===== config.mk =====
export PLATFORM = sky130hd
export DESIGN_NAME = l2_read_arbiter
export DESIGN_NICKNAME = d
export VERILOG_FILES = /design/src/rtl/l2_read_arbiter.sv
export SDC_FILE = /design/constraint.sdc
export NUM_CORES = 1
export LEC_CHECK = 0
export ABC_AREA = 1
export CAP_MARGIN = 25
export CORE_AREA = 2 2 431 433
export DETAILED_ROUTE_END_ITERATION = 12
export DIE_AREA = 0 0 433 435
export GPL_ROUTABILITY_DRIVEN = 0
export MAX_ROUTING_LAYER = met4
export PLACE_DENSITY = 0.3
export SLEW_MARGIN = 15
export SYNTH_ARGS = -nofsm -noshare
export SYNTH_HDL_FRONTEND = slang
export SYNTH_SLANG_ARGS = --single-unit

===== constraint.sdc =====
create_clock -name clk -period 1.1 [get_ports clk]
set_input_delay 0.22 -clock clk [delete_from_list [all_inputs] [get_ports clk]]
set_output_delay 0.22 -clock clk [all_outputs]
set_load 0.05 [all_outputs]

===== src/rtl/l2_read_arbiter.sv =====
// Round-robin arbiter sharing one L2 line-read port among NUM_REQ L1 miss engines,
// one outstanding read at a time. Define L2_ARB_PERF_EN to add per-port grant/wait counters.
module l2_read_arbiter #(
   parameter int NUM_REQ    = 2,
   parameter int ADDR_WIDTH = 26,
   parameter int REQ_IDX_W  = 1
) (
   input  logic                            clk,
   input  logic                            reset_n,
   input  logic [NUM_REQ-1:0]              req_read_i,
   input  logic [NUM_REQ*ADDR_WIDTH-1:0]   req_addr_i,
   output logic [NUM_REQ-1:0]              req_ack_o,
   output logic [511:0]                    req_data_o,
   output logic                            l2_read_o,
   output logic [ADDR_WIDTH-1:0]           l2_addr_o,
   input  logic                            l2_ack_i,
   input  logic [511:0]                    l2_data_i,
   output logic [REQ_IDX_W-1:0]            owner_o
`ifdef L2_ARB_PERF_EN
   ,
   output logic [NUM_REQ*32-1:0]           perf_grant_o,
   output logic [NUM_REQ*32-1:0]           perf_wait_o
`endif
);

   typedef enum logic {
      IDLE = 1'b0,
      BUSY = 1'b1
   } state_t;

   state_t                 state_q, state_d;
   logic [REQ_IDX_W-1:0]   owner_q, owner_d;
   logic [REQ_IDX_W-1:0]   rr_ptr_q, rr_ptr_d;
   logic [ADDR_WIDTH-1:0]  addr_q, addr_d;

   logic                   win_valid;
   logic [REQ_IDX_W-1:0]   win_idx;
   logic [REQ_IDX_W:0]     scan_idx;
   logic [REQ_IDX_W-1:0]   owner_next;
   logic                   busy;
   logic [ADDR_WIDTH-1:0]  addr_arr [NUM_REQ];

   genvar gi;

   generate
      for (gi = 0; gi < NUM_REQ; gi++) begin : g_port
         assign addr_arr[gi]  = req_addr_i[gi*ADDR_WIDTH +: ADDR_WIDTH];
         assign req_ack_o[gi] = busy && l2_ack_i && (owner_q == REQ_IDX_W'(gi));
      end
   endgenerate

   assign busy       = (state_q == BUSY);
   assign l2_read_o  = busy;
   assign l2_addr_o  = addr_q;
   assign owner_o    = owner_q;
   assign req_data_o = l2_data_i;
   assign owner_next = (owner_q == REQ_IDX_W'(NUM_REQ - 1)) ? '0 : owner_q + 1'b1;

   // First requester at or after rr_ptr, scanning with wrap-around.
   always_comb begin
      win_valid = 1'b0;
      win_idx   = '0;
      scan_idx  = '0;
      for (int k = 0; k < NUM_REQ; k++) begin
         scan_idx = {1'b0, rr_ptr_q} + (REQ_IDX_W+1)'(k);
         if (scan_idx >= (REQ_IDX_W+1)'(NUM_REQ))
            scan_idx = scan_idx - (REQ_IDX_W+1)'(NUM_REQ);
         if (!win_valid && req_read_i[scan_idx[REQ_IDX_W-1:0]]) begin
            win_valid = 1'b1;
            win_idx   = scan_idx[REQ_IDX_W-1:0];
         end
      end
   end

   always_comb begin
      state_d  = state_q;
      owner_d  = owner_q;
      rr_ptr_d = rr_ptr_q;
      addr_d   = addr_q;
      case (state_q)
         IDLE: begin
            if (win_valid) begin
               state_d = BUSY;
               owner_d = win_idx;
               addr_d  = addr_arr[win_idx];
            end
         end
         BUSY: begin
            // Completion is taken even if the owner has withdrawn its request.
            if (l2_ack_i) begin
               state_d  = IDLE;
               rr_ptr_d = owner_next;
            end
         end
         default: state_d = IDLE;
      endcase
   end

   always_ff @(posedge clk or negedge reset_n) begin
      if (!reset_n) begin
         state_q  <= IDLE;
         owner_q  <= '0;
         rr_ptr_q <= '0;
         addr_q   <= '0;
      end else begin
         state_q  <= state_d;
         owner_q  <= owner_d;
         rr_ptr_q <= rr_ptr_d;
         addr_q   <= addr_d;
      end
   end

`ifdef L2_ARB_PERF_EN
   generate
      for (gi = 0; gi < NUM_REQ; gi++) begin : g_perf
         logic [31:0] grant_q, grant_d;
         logic [31:0] wait_q, wait_d;

         // A port is waiting whenever it requests but is not the active owner.
         always_comb begin
            grant_d = grant_q;
            wait_d  = wait_q;
            if (req_ack_o[gi])
               grant_d = grant_q + 32'd1;
            if (req_read_i[gi] && !(busy && (owner_q == REQ_IDX_W'(gi))))
               wait_d = wait_q + 32'd1;
         end

         always_ff @(posedge clk or negedge reset_n) begin
            if (!reset_n) begin
               grant_q <= '0;
               wait_q  <= '0;
            end else begin
               grant_q <= grant_d;
               wait_q  <= wait_d;
            end
         end

         assign perf_grant_o[gi*32 +: 32] = grant_q;
         assign perf_wait_o[gi*32 +: 32]  = wait_q;
      end
   endgenerate
`endif

endmodule


==> flow_metrics.py <==
metrics = {
    "logic_synthesis": {
        "syn-num-nets": 1318,
        "ys_seq_area_frac": 0.132,
        "netlist_instances": 749,
        "synth_top_area_share": 0.699,
        "synth_area_leaders": "buf_4 70%, dfrtp_1 13%, nand2_1 5.5%",
        "ys_top_cells_by_count": "513 x buf_4, 80 x nand2_1, 55 x inv_1",
        "yosys_warnings": 0,
        "synthArstFlopShare": 1.00,
        "synth_seq_cells": 29,
        "synth_largest_area_cell": "buf_4",
        "synth_edf_count": 0,
        "yosysUniqueCellTypes": 13,
        "synth_flop_cell": "dfrtp_1",
        "yosysMostFrequentCell": "buf_4",
        "syn_area_um2": 5510,
        "avgSynthCellArea_um2": 7.35,
    },
    "outcome": {
        "status": "complete, but fails checks",
        "violations": "setup timing",
    },
    "place": {
        "portBuffers": 86,
        "placed_cells": 2823,
        "hpwl_um": 103000,
    },
    "power": {
        "p_per_area_nw_per_um2": 1490,
        "p_sw_mw": 4.50,
        "internal-power_mw": 5.63,
        "ir_worst_vdd_uv": 425,
        "power_frac_comb": 0.636,
        "p_leak_nw": 1.96,
        "p_seq_frac": 0.212,
        "swShare": 0.444,
        "power_frac_clock": 0.152,
    },
    "setup_path": {
        "worst_setup_path_start_kind": "register",
        "path_cells": "buf_8 > nand2_4 > nor2_4 > buf_12",
        "r2r_end": "l2_addr_o[7]",
        "end_kind": "primary output",
        "required_ps": 880,
        "reg2reg_slack_ps": -250,
        "worstPathBufferInverterCount": 2,
        "arrival_ps": 1220,
        "slowest_delay_ps": 380,
        "cpMaxStageDelayCell": "dfrtp_2",
        "path_max_fanout": 3,
        "rr_startpoint": "l2_read_o",
        "cp_top_family": "flip-flops",
        "reg2regPathDepth": 7,
        "worstSetupPathType": "reg2out",
    },
    "drt": {
        "viasPerCell": 1.11,
        "vias": 3176,
        "drt_iter0_markers": 192,
        "dr.pass1.iters": 6,
        "ant_nets": 0,
        "wl_um": 107000,
        "drc_errors": 0,
        "wl_per_cell_um": 37.5,
    },
    "final_layout": {
        "fillers": 21893,
        "areaGrowthSynthToFinish_pct": 23.5,
        "multiInputGateArea_um2": 688,
        "final_nets": 937,
        "final_cells": 2862,
        "drive_gt1_frac": 0.304,
        "seq_area_um2": 734,
    },
    "clocking": {
        "cts_tree": "built",
        "root_buffer": "clkbuf_16",
        "insertion_delay_ps": 300,
        "clock-sinks": 29,
        "htreeDepth": 2,
        "numCtsBuffers": 5,
        "clkTransAtPathRegs_ps": 60,
        "cts_buffer_depth": 2,
    },
    "timing": {
        "fmax_mhz": 692,
        "rsz0062_at_grt": "true",
        "slew_headroom": 0.756,
        "fin_ws_ps": -345,
        "finalHoldViolations": 0,
        "worstMarginPinSlew_ps": 367,
        "tns_ps": -7030,
        "finClkSkew_ps": 7.37,
        "finalCritPeriodShare": 1.31,
        "drv_slew": 0,
        "finalSetupViolations": 44,
        "finalCriticalPeriod_ps": 1440,
    },
    "die": {
        "die_h_um": 435,
        "io_pins": 1111,
        "die_width_um": 433,
        "start_util": 0.0299,
        "rows": 158,
        "die-area_um2": 188000,
        "coreArea_um2": 184000,
    },
    "global_route": {
        "grt_overflow": 0,
        "grt_pass1_wl_um": 116000,
        "antenna_found_initial": 13,
        "grt_max_degree": 30,
        "grt_pass1_vias": 3138,
        "grt.total_usage": 0.113,
    },
    "flow_run": {
        "cap_violations": 0,
    },
    "min_path": {
        "worstHoldPathType": "in2async",
    },
}
## power groups by stage
stage               Sequential [mW]  Combinational, mW  Clock [mW]
detailed placement             2.18               5.89           0
global route                   2.21               6.77        1.67
finish                         2.15               6.44        1.54
floorplan                      3.32               6.01           0
CTS                            2.19               6.50        1.65
global placement               2.19               5.91           0
## metrics by stage
step / utilization / power (mW) / setup slack, ps / cell area, um^2 / hold WS (ps)
2_1_floorplan: - / 9.32 / -77.9 / 5540 / -75.6
3_3_place_gp: 0.0341 / 8.09 / -485 / 6280 / 218
3_5_place_dp: 0.0341 / 8.07 / -484 / 6280 / 218
4_1_cts: 0.0365 / 10.3 / -354 / 6720 / 434
5_1_grt: 0.0369 / 10.7 / -374 / 6800 / 440
6_report: 0.0370 / 10.1 / -345 / 6800 / 422
## per-layer routing
layer	up-vias	part of all wire	GRT usage
met5	-	0	-
met4	0	0.014	0.0168
met3	104	0.36	0.188
met2	832	0.52	0.200
met1	1254	0.11	0.0337
li1	986	-	-
## worst min-delay path: stages
cell,delay (ps)
dlygate4sd3_1,520
buf_2,120
buf_12,180
## cell families after synthesis
logic type             share of synthesized area
AOI/OAI and AO/OA                        0.00568
and+or+nand+nor                            0.107
DFF                                        0.132
buffers and inverters                      0.755
## flip-flops by register name (all words and copies together) (netlist names)
name and count:
owner_o 1, l2_read_o 1, l2_addr_o 26, rr_ptr_q 1
## cells in the final DEF, fill, tap and decap left out, types with 3 or more instances in the layout
cell type,n
clkbuf_16,5
nand3_2,3
buf_4,21
nand2_1,76
dfrtp_2,7
nand3_1,49
nand2_2,3
dfrtp_1,22
buf_6,3
buf_12,47
diode_2,13
inv_1,53
buf_8,4
clkdlybuf4s50_1,53
## worst max-delay path by stage
stage | start | endpoint | depth (start not counted)
final | l2_read_o | req_ack_o[1] | 4
after global placement | req_read_i[0] | l2_addr_o[4] | 7
after CTS | l2_read_o | req_ack_o[1] | 4
after global routing | l2_read_o | req_ack_o[1] | 4
after detailed placement | req_read_i[0] | l2_addr_o[11] | 7
after floorplan | l2_read_o | req_ack_o[1] | 2
## final cells by class
cell class,count,share of cell area
timing repair buffer,136,0.275
clock buffer,6,0.0204
sequential,29,0.108
inverter,56,0.0324
tap,2480,0.456
clock inverter,2,0.00202
antenna,13,0.00478
multi-input combinational,140,0.101
## repair_timing
item / 4_1_cts / 5_1_grt
resized for setup: 30 / 4
setup buffers: 9 / 4
hold buffers: 1 / 0
pin swaps: 1 / 2
endpoints found under the hold margin: 29 / 0
endpoints found under the setup margin: 57 / 57
gates cloned: 4 / 0
Power figures use the tool's default switching activity.
